===== src/rtl/operand_fetch_stage_pkg.sv =====
// Instruction-set definitions shared by the operand fetch stage and the ALU:
// field layout, operation encoding, flags and the decoded-instruction view.
package InstructionSetPkg;

  localparam int NumRegs        = 8;
  localparam int RegAddrWidth   = $clog2(NumRegs);
  localparam int DataWidth      = 16;
  localparam int OpcodeWidth    = 4;
  localparam int ImmediateWidth = 6;
  localparam int InstrWidth     = 16;

  localparam int OpcodeLsb = 12;
  localparam int RdLsb     = 9;
  localparam int RsLsb     = 6;
  localparam int ImmLsb    = 0;

  typedef enum logic [OpcodeWidth-1:0] {
    MOVE = 4'd0,
    ADD  = 4'd1,
    ADC  = 4'd2,
    SUB  = 4'd3,
    SBC  = 4'd4,
    AND  = 4'd5,
    OR   = 4'd6,
    XOR  = 4'd7,
    NOT  = 4'd8,
    SHL  = 4'd9,
    SHR  = 4'd10,
    ROL  = 4'd11,
    ROR  = 4'd12,
    LIL  = 4'd13,
    LIU  = 4'd14
  } eOperation;

  // Opcodes at or above this value have no eOperation member.
  localparam int NumOperations = 15;

  typedef struct packed {
    logic Negative;
    logic Zero;
    logic Overflow;
    logic Carry;
  } sFlags;

  typedef struct packed {
    logic [OpcodeWidth-1:0]    opcode;
    logic [RegAddrWidth-1:0]   rd;
    logic [RegAddrWidth-1:0]   rs;
    logic [ImmediateWidth-1:0] imm;
  } sDecodedInstr;

  function automatic sDecodedInstr decode(input logic [InstrWidth-1:0] word);
    sDecodedInstr d;
    d.opcode = word[OpcodeLsb +: OpcodeWidth];
    d.rd     = word[RdLsb +: RegAddrWidth];
    d.rs     = word[RsLsb +: RegAddrWidth];
    d.imm    = word[ImmLsb +: ImmediateWidth];
    return d;
  endfunction

  function automatic logic is_legal(input logic [OpcodeWidth-1:0] opcode);
    return opcode < OpcodeWidth'(NumOperations);
  endfunction

endpackage


===== src/rtl/operand_fetch_stage_register_file.sv =====
// General register file: two asynchronous read ports, one synchronous write
// port, synchronous active-high reset clearing every entry.
module register_file #(
  parameter int Depth = 8,
  parameter int Width = 16,
  localparam int AddrWidth = $clog2(Depth)
) (
  input  logic                 Clock,
  input  logic                 Reset,
  input  logic                 WrEnable,
  input  logic [AddrWidth-1:0] WrAddr,
  input  logic [Width-1:0]     WrData,
  input  logic [AddrWidth-1:0] RdAddrA,
  output logic [Width-1:0]     RdDataA,
  input  logic [AddrWidth-1:0] RdAddrB,
  output logic [Width-1:0]     RdDataB
);

  logic [Width-1:0] mem_q [Depth];

  always_ff @(posedge Clock) begin
    if (Reset) begin
      for (int i = 0; i < Depth; i++) begin
        mem_q[i] <= '0;
      end
    end else if (WrEnable) begin
      mem_q[WrAddr] <= WrData;
    end
  end

  assign RdDataA = mem_q[RdAddrA];
  assign RdDataB = mem_q[RdAddrB];

endmodule


===== src/rtl/operand_fetch_stage.sv =====
// Operand fetch stage feeding the ALU; one instruction outstanding until its
// writeback. Define OPERAND_BYPASS_EN to forward writeback data into issue.
module operand_fetch_stage
  import InstructionSetPkg::*;
(
  input  logic                      Clock,
  input  logic                      Reset,
  input  logic                      InstrValid,
  input  logic [InstrWidth-1:0]     Instruction,
  output logic                      InstrReady,
  output logic                      AluValid,
  input  logic                      AluReady,
  output eOperation                 Operation,
  output logic [DataWidth-1:0]      InSrc,
  output logic [DataWidth-1:0]      InDest,
  output logic [ImmediateWidth-1:0] InImm,
  output sFlags                     InFlags,
  output logic [RegAddrWidth-1:0]   DestReg,
  input  logic                      WbEnable,
  input  logic [RegAddrWidth-1:0]   WbReg,
  input  logic [DataWidth-1:0]      WbData,
  input  sFlags                     WbFlags,
  output logic                      IllegalOp
);

  sDecodedInstr              instr;
  logic [DataWidth-1:0]      rf_src, rf_dest;
  logic [DataWidth-1:0]      src_operand, dest_operand;
  sFlags                     flags_operand;
  logic                      accept, issue;

  logic                      pending_q, pending_d;
  logic                      alu_valid_q, alu_valid_d;
  logic                      illegal_q, illegal_d;
  sFlags                     flags_q, flags_d;
  eOperation                 op_q, op_d;
  logic [DataWidth-1:0]      src_q, src_d;
  logic [DataWidth-1:0]      dest_q, dest_d;
  logic [ImmediateWidth-1:0] imm_q, imm_d;
  sFlags                     in_flags_q, in_flags_d;
  logic [RegAddrWidth-1:0]   dreg_q, dreg_d;

  assign instr = decode(Instruction);

  register_file #(
    .Depth (NumRegs),
    .Width (DataWidth)
  ) u_register_file (
    .Clock    (Clock),
    .Reset    (Reset),
    .WrEnable (WbEnable),
    .WrAddr   (WbReg),
    .WrData   (WbData),
    .RdAddrA  (instr.rs),
    .RdDataA  (rf_src),
    .RdAddrB  (instr.rd),
    .RdDataB  (rf_dest)
  );

`ifdef OPERAND_BYPASS_EN
  // Issuing over a writeback is refused while a stalled bundle must stay stable.
  logic bypass_ok;
  assign bypass_ok     = WbEnable && !(alu_valid_q && !AluReady);
  assign InstrReady    = !pending_q || bypass_ok;
  assign src_operand   = (WbEnable && (WbReg == instr.rs)) ? WbData : rf_src;
  assign dest_operand  = (WbEnable && (WbReg == instr.rd)) ? WbData : rf_dest;
  assign flags_operand = WbEnable ? WbFlags : flags_q;
`else
  assign InstrReady    = !pending_q;
  assign src_operand   = rf_src;
  assign dest_operand  = rf_dest;
  assign flags_operand = flags_q;
`endif

  assign accept = InstrValid && InstrReady;
  assign issue  = accept && is_legal(instr.opcode);

  always_comb begin
    pending_d   = pending_q;
    alu_valid_d = alu_valid_q;
    op_d        = op_q;
    src_d       = src_q;
    dest_d      = dest_q;
    imm_d       = imm_q;
    in_flags_d  = in_flags_q;
    dreg_d      = dreg_q;
    flags_d     = WbEnable ? WbFlags : flags_q;
    illegal_d   = accept && !is_legal(instr.opcode);

    // Issue takes priority so accept and writeback on one edge keep Pending set.
    if (issue) begin
      pending_d = 1'b1;
    end else if (WbEnable) begin
      pending_d = 1'b0;
    end

    if (issue) begin
      alu_valid_d = 1'b1;
      op_d        = eOperation'(instr.opcode);
      src_d       = src_operand;
      dest_d      = dest_operand;
      imm_d       = instr.imm;
      in_flags_d  = flags_operand;
      dreg_d      = instr.rd;
    end else if (AluReady) begin
      alu_valid_d = 1'b0;
    end
  end

  always_ff @(posedge Clock) begin
    if (Reset) begin
      pending_q   <= 1'b0;
      alu_valid_q <= 1'b0;
      illegal_q   <= 1'b0;
      flags_q     <= '0;
      op_q        <= MOVE;
      src_q       <= '0;
      dest_q      <= '0;
      imm_q       <= '0;
      in_flags_q  <= '0;
      dreg_q      <= '0;
    end else begin
      pending_q   <= pending_d;
      alu_valid_q <= alu_valid_d;
      illegal_q   <= illegal_d;
      flags_q     <= flags_d;
      op_q        <= op_d;
      src_q       <= src_d;
      dest_q      <= dest_d;
      imm_q       <= imm_d;
      in_flags_q  <= in_flags_d;
      dreg_q      <= dreg_d;
    end
  end

  assign AluValid  = alu_valid_q;
  assign Operation = op_q;
  assign InSrc     = src_q;
  assign InDest    = dest_q;
  assign InImm     = imm_q;
  assign InFlags   = in_flags_q;
  assign DestReg   = dreg_q;
  assign IllegalOp = illegal_q;

endmodule


===== config.mk =====
export PLATFORM = sky130hd
export DESIGN_NAME = operand_fetch_stage
export DESIGN_NICKNAME = d
export VERILOG_FILES = /design/src/rtl/operand_fetch_stage_pkg.sv /design/src/rtl/operand_fetch_stage_register_file.sv /design/src/rtl/operand_fetch_stage.sv
export SDC_FILE = /design/constraint.sdc
export NUM_CORES = 1
export LEC_CHECK = 0
export ABC_CLOCK_PERIOD_IN_PS = 2100
export CORE_MARGIN = 4
export CORE_UTILIZATION = 40
export CTS_CLUSTER_DIAMETER = 150
export DETAILED_ROUTE_END_ITERATION = 10
export PLACE_DENSITY = 0.7
export SYNTH_ARGS = -nofsm -noshare
export SYNTH_HDL_FRONTEND = slang
export SYNTH_SLANG_ARGS = --single-unit

===== constraint.sdc =====
create_clock -name Clock -period 2.1 [get_ports Clock]
set_input_delay 0.63 -clock Clock [delete_from_list [all_inputs] [get_ports Clock]]
set_output_delay 0.63 -clock Clock [all_outputs]
set_load 0.05 [all_outputs]

=== After elaboration in Yosys (flattened, before gate mapping) ===
Memory sizes are Yosys's and may differ from the RTL's. A register that Yosys moved wholly into a read port is not among the register bits.
Index checks and enable logic that the tools add are counted.

* Output and inout bits: 52
* Flip-flop bits (word level): 24
* Memory bits (writable): 128
* Memories kept: 1

{| class="wikitable"
|+ Memory list
! memory !! depth !! bits a word !! read ports !! clocked after memory_dff !! wr ports !! line !! RTL
|-
| u_register_file.mem_q || 8 || 16 || 2 || 2 || 8 || operand_fetch_stage_register_file.sv:19 || <nowiki>logic [Width-1:0] mem_q [Depth];</nowiki>
|}

* Mux-type cells: 12
* Order comparisons: 1
* Reductions and logical operators: 8

{| class="wikitable"
|+ Operators by type and width
! kind !! count
|-
| two-way mux 16 bit || 1
|-
| OR reduction 16 bit || 1
|-
| two-way mux 1 bit || 10
|-
| less-than comparator 4 bit (second input constant) || 1
|-
| nonzero test 2 bit || 2
|-
| logical AND 1 bit || 3
|-
| two-way mux 3 bit || 1
|-
| zero test 1 bit || 2
|}

=== Depth between registers and ports, before layout ===
Gate-level depths: netlist of the first run.

* Depth after elaboration: 5
* Depth in mapped cells: 6
* Mapped depth without buffers: 3

=== Hierarchy ===
Synthesis of the first run repeated with hierarchy kept, for this count alone.

* Cells, all modules: 662
* Area total of the unflattened synthesis: 9170.0 µm²

{| class="wikitable"
|+ By module, submodules not included
! module !! instances !! area each (µm²) !! cells an instance
|-
| register_file || 1 || 6975.4 || 430
|-
| operand_fetch_stage || 1 || 2194.6 || 232
|}

=== Worst setup path before layout of the first run ===
OpenSTA, ideal clock, no wires.

* Kind: input to register
* From: input port WbReg[2]
* To: memory u_register_file.mem_q[2][0] (enable)
* Path slack: 261 ps
* Library setup time: 334 ps
* Path buffers: 0
* Data required time: 1766 ps
* Stages: 3
* Data arrival time: 1505 ps
* Cell sequence: or3b_4 nor2_4 or2_2

{| class="wikitable"
|+ RTL lines
! item !! line !! RTL
|-
| from (decl) || operand_fetch_stage.sv:20 || <nowiki>input logic [RegAddrWidth-1:0] WbReg,</nowiki>
|-
| to (decl) || operand_fetch_stage_register_file.sv:19 ||
|}

=== Final worst setup path of the first run ===
* From: register imm_q[3], in the netlist InImm[3]
* To: output port InImm[3]

{| class="wikitable"
|+ RTL lines
! item !! line !! RTL
|-
| from (decl) || operand_fetch_stage.sv:39 || <nowiki>logic [ImmediateWidth-1:0] imm_q, imm_d;</nowiki>
|-
| from (signal assigned) || operand_fetch_stage.sv:130 || <nowiki>imm_q <= imm_d;</nowiki>
|-
| to (decl) || operand_fetch_stage.sv:16 || <nowiki>output logic [ImmediateWidth-1:0] InImm,</nowiki>
|}

No word-level cell between the ends.

==> results of run 1 <==
[per-layer routing]
| layer | up-vias | global-route usage, % | part of all wire (%) |
|---|---|---|---|
| met5 | - | 0 | 0 |
| met4 | 0 | 5.58 | 1.7 |
| met3 | 26 | 4.31 | 8.0 |
| met2 | 215 | 29.8 | 49 |
| met1 | 2837 | 23.6 | 41 |
| li1 | 2573 | - | - |
[cell type report]
type                       count  share of cell area, %
clock buffer                  17                   3.94
clock inverter                15                   1.23
inverter                       1                 0.0348
multi-input combinational    379                   32.9
sequential                   184                   46.0
tap                          280                   3.25
timing repair buffer         143                   12.7
[sequential cells by signal (all words and copies together) (netlist names), 3 cells and up]
name and flops:
InImm 6, Operation 4, u_register_file.mem_q 128, InSrc 16, InDest 16, InFlags 4, flags_operand 4, DestReg 3
[logic make-up (layout without fill, tap and decap cells)]
group                  Yosys count  after routing  share of synthesized area, %
multiplexers                   100            100                          20.4
buffers and inverters           52            176                          3.56
AO/OA/AOI/OAI                   96             96                          6.36
AND/OR/NAND/NOR                183            183                          13.3
flip-flops                     184            184                          56.3
[Yosys cell counts, types with 2 or more instances]
library cell / count
or3b_4: 2
nor4_4: 2
clkbuf_1: 28
mux4_2: 64
buf_2: 5
mux2i_1: 36
buf_6: 10
a211oi_1: 32
or2_2: 8
a21oi_1: 51
and2_2: 6
nand2b_1: 3
nor3_1: 5
o21ai_0: 13
dfxtp_1: 56
nor2_1: 11
nor2_4: 4
buf_4: 7
edfxtp_1: 128
and2_1: 122
nand3_1: 13
[path summary, 6_finish.rpt]
kind	startpoint	to	slack (ns)	cells past startpoint
setup reg to reg	pending_q	InSrc[14]	0.60	3
hold / removal	flags_operand[2]	InFlags[2]	0.47	2
setup / recovery	InImm[3]	InImm[3]	0.17	1
hold reg to reg	flags_operand[2]	InFlags[2]	0.47	2
[report_power, final]
part | total, mW | internal, mW | switching (mW)
clock network | 3.05 | 1.57 | 1.48
registers | 4.26 | 4.12 | 0.140
logic | 1.42 | 0.614 | 0.802
==> reports/metrics.yaml, run 1 <==
post_cts_buffers: 0
cts_resized: 5
cellLeakagePower_nw: 3.98
track_usage_pct: 18.0
drt-wirelength-per-cell_um: 21.1
vias: 5651
hpwl_um: 14900
pre_cts_slack_ns: -0.548
placed_cells: 987
path_cells: "dlygate4sd2_1"
drc_errors: 0
power_mw: 8.73
drtIter0Drc: 515
avgViaCountPerCell: 5.55
synth.avg_cell_area_sq_um: 14.3
grt_pass1_wl_um: 33400
die_h_um: 156
finalCritPeriodShare_pct: 91.9
dr.pass1.iters: 5
tightest_slew_ns: 0.693
core_area_sq_um: 21800
outcome: "completed"
layout_min_cycle_time_ns: 1.93
layout_setup_ws_ns: 0.170
min_path_type: "register to register"
layout_common_cells: "edfxtp_1 (128), and2_1 (122), buf_4 (80)"
syn_to_final_growth_pct: 22.5
io_buffers: 95
critPathSlowestCell: "dlygate4sd2_1"
setup_violations: 0
die_area_sq_um: 24500
fin_setup_tns_ns: 0
grt_pass1_vias: 5734
cts.reportedPaths.clkPinSlew_ns: 0.07
yosysUniqueCellTypes: 30
cts_buffers: 17
start_kind: "register"
cp_max_fo: 2
ys_ff_latch: 184
num_io_pins: 96
clock_latency_ns: 0.43
ys_seq_area_share_pct: 56.3
cp_data_required_time_ns: 1.47
yosysTopAreaCellShare_pct: 43.6
seq_area_sq_um: 4960
synth_async_sr_flop_share_pct: 0
ant_nets: 0
fmax_mhz: 518
stdcell_area_sq_um: 10800
htreeDepth: 4
yosysTopAreaCell: "edfxtp_1"
place_area_sq_um: 10200
fp-row-count: 54
grt.overflow.total: 0
postCtsHoldBufs: 0
antenna_found_initial: 0
clock-sinks: 184
crit_path_end_kind: "primary output"
drive_gt1_share_pct: 30.0
multi_input_area_sq_um: 3550
rsz0062_at_grt: "false"
final_common_cell: "edfxtp_1"
cp.arrival_ns: 1.30
nets: 770
slew_violations: 0
utilization_pct: 49.6
crit_buf_inv: 1
root_buffer: "clkbuf_16"
timing.critical_path.max_delay_family: "buffers and inverters"
clock_path_buffers: 2
antennaDiodeCount: 0
critPathMaxStageDelay_ns: 0.53
synth_fp_nets: 659
postRouteWirelength_um: 21500
power.density_nw_per_um2: 809
layoutNonFillerInstCount: 1019
worstSetupPathType: "register to primary output"
maxCapViolCount: 0
yosysWarnings: 0
ys.flop_type: "edfxtp_1"
holdWs_ns: 0.471
synth_area_leaders: "edfxtp_1 (44%), mux4_2 (16%), dfxtp_1 (13%)"
netlist_area_sq_um: 8810
cts_tree: "built"
hold_violations: 0
slew_headroom_pct: 53.7
postSynthCellCount: 615
synth_edf_count: 128
fin_worst_skew_ns: 0.00814
start_util_pct: 40.5
grt_max_degree: 57
gp_congestion: 0.843
die_w_um: 156
peakVddDrop_mv: 0.586
fill_cells: 1796
(Power assumes the default switching activity.)
==> run 2: changes to the inputs <==
SKIP_CTS_REPAIR_TIMING = 1   (was default)
TNS_END_PERCENT = 5   (was default)
==> run 2 against run 1 <==
Hold slack hardly changed. Critical path depth up 4. Via count decreased by 0.55%.
==> reports/metrics.yaml, run 2 (synthesized netlist as in run 1, its figures left out) <==
outcome: "completed"
min_from: "flags_operand[2]"
timing.critical_path.max_delay_family: "buffers and inverters"
postRouteWirelength_um: 21600  # +0.10%
num_io_pins: 96  # unchanged
p_comb_share_pct: 16.2  # about the same
grt_max_degree: 57  # unchanged
start_kind: "input pin"
core_area_sq_um: 21800  # unchanged
fin_worst_skew_ns: 0.00810  # -0.0000406 ns
seqPwrFrac_pct: 48.8  # about the same
cts.reportedPaths.clkPinSlew_ns: 0.07  # about the same
die_w_um: 156  # unchanged
grt_pass1_wl_um: 33400  # about the same
cp_max_fo: 16  # +14
track_usage_pct: 18.0  # about the same
antenna_found_initial: 0  # unchanged
slew_violations: 0  # unchanged
min_path_type: "register to register"
sw_frac_of_total_pct: 27.8  # about the same
worstSetupPathType: "input pin to register"
vias: 5620  # -0.55%
grt_pass1_vias: 5734  # unchanged
holdPathStages: 2  # unchanged
nets: 770  # unchanged
holdWs_ns: 0.470  # -0.0000930 ns
htreeDepth: 4  # unchanged
io_buffers: 95  # unchanged
drc_errors: 0  # unchanged
dr.pass1.iters: 5  # unchanged
reg2reg_slack_ns: 0.60  # about the same
top_register: "u_register_file.mem_q"
timing.rr.start: "pending_q"
placed_cells: 987  # unchanged
slew_headroom_pct: 53.7  # about the same
cellLeakagePower_nw: 4.03  # +1.3%
switching_power_mw: 2.43  # about the same
gp_congestion: 0.843  # unchanged
critPathSlowestCell: "clkdlybuf4s50_1"
clock_path_buffers: 2  # unchanged
layout_min_cycle_time_ns: 1.90  # -0.0326 ns
clock-sinks: 184  # unchanged
fp-row-count: 54  # unchanged
ant_nets: 0  # unchanged
min_to: "InFlags[2]"
hpwl_um: 14900  # unchanged
rsz0062_at_grt: "false"
reg2reg_to: "InSrc[14]"
cp-startpoint: "WbReg[1]"
drtIter0Drc: 494  # -4.1%
intPower_mw: 6.31  # about the same
grt.overflow.total: 0  # unchanged
clkPwrFrac_pct: 34.9  # about the same
maxCapViolCount: 0  # unchanged
finalCritPeriodShare_pct: 90.3  # -1.6 points
drive_gt1_share_pct: 30.0  # unchanged
power_mw: 8.73  # about the same
clock_latency_ns: 0.43  # about the same
layout_common_cells: "edfxtp_1 (128), and2_1 (122), buf_4 (80)"
layoutNonFillerInstCount: 1019  # unchanged
fill_cells: 1793  # -0.17%
cp.arrival_ns: 2.04  # +0.74 ns
largest_register_ffs: 128  # unchanged
critPathMaxStageDelay_ns: 0.54  # about the same
path_cells: "clkdlybuf4s50_1 > or3b_4 > nor2_4 > or2_2 > buf_12"
die_h_um: 156  # unchanged
antennaDiodeCount: 0  # unchanged
crit_buf_inv: 2  # +1
syn_to_final_growth_pct: 22.6
die_area_sq_um: 24500  # unchanged
root_buffer: "clkbuf_16"
tightest_slew_ns: 0.693  # +0.000249 ns
final_common_cell: "edfxtp_1"
cts_tree: "built"
reg2reg_depth: 3  # unchanged
cp_data_required_time_ns: 2.24  # +0.77 ns
start_util_pct: 40.5  # unchanged
cts_buffers: 17  # unchanged
setup_violations: 0  # unchanged
fmax_mhz: 527  # +1.7%
crit_path_end_kind: "register"
drt-wirelength-per-cell_um: 21.2  # +0.10%
power.density_nw_per_um2: 808  # -0.12%
peakVddDrop_mv: 0.583  # -0.57%
hold_violations: 0  # unchanged
avgViaCountPerCell: 5.52  # -0.55%
==> run 2: worst max-delay path by stage <==
stage               depth (start not counted)  slack, ns                            to
finish                                      5       0.20  u_register_file.mem_q[2][15]
global route                                5       0.16  u_register_file.mem_q[3][10]
CTS                                         1      -0.12                      InImm[5]
detailed placement                          4      -0.55                     InSrc[14]
global placement                            4      -0.39                      InSrc[9]
floorplan                                   3       0.26   u_register_file.mem_q[2][0]
==> run 2: layout make-up <==
type,instances,area [sq um],share of cell area [%]
Clock buffer,17,425,3.94
Clock inverter,15,133,1.23
Inverter,1,3.75,0.0347
Multi-Input combinational cell,379,3550,32.8
Sequential cell,184,4960,45.9
Tap cell,280,350,3.24
Timing Repair Buffer,143,1380,12.8
==> run 2: metal layers <==
layer	GRT usage [%]	vias up	share of wire, %	routed length, um
met3	4.31	24	8.1	1740
met4	5.58	0	1.6	351
li1	-	2574	-	-
met5	0	-	0	0
met2	29.8	200	49	10500
met1	23.6	2822	42	8970
==> run 2: metrics by stage <==
stage          area [sq um]  util (%)  TNS (ns)  setup WS, ns
3_5_place_dp          10200      47.0    -47.09        -0.548
4_1_cts               10800      49.6     -1.49        -0.121
3_3_place_gp          10200      47.0    -39.04        -0.393
2_1_floorplan          8810         -         0         0.261
6_report              10800      49.7         0         0.203
5_1_grt               10800      49.7         0         0.157
==> run 2: power groups by stage <==
| stage | sequential, mW | combinational, mW | clock, mW |
|---|---|---|---|
| floorplan | 4.57 | 0.635 | 0 |
| global placement | 4.32 | 1.40 | 0 |
| detailed placement | 4.34 | 1.43 | 0 |
| CTS | 4.26 | 1.43 | 3.09 |
| global route | 4.29 | 1.51 | 3.22 |
| finish | 4.26 | 1.42 | 3.05 |
==> run 2: worst min-delay path: cells and delay by family, from the launching register on <==
kind	cells	cell delay [ns]
AO/OA/AOI/OAI	1	0.05
flip-flops	1	0.31
AND/OR/NAND/NOR	1	0.06
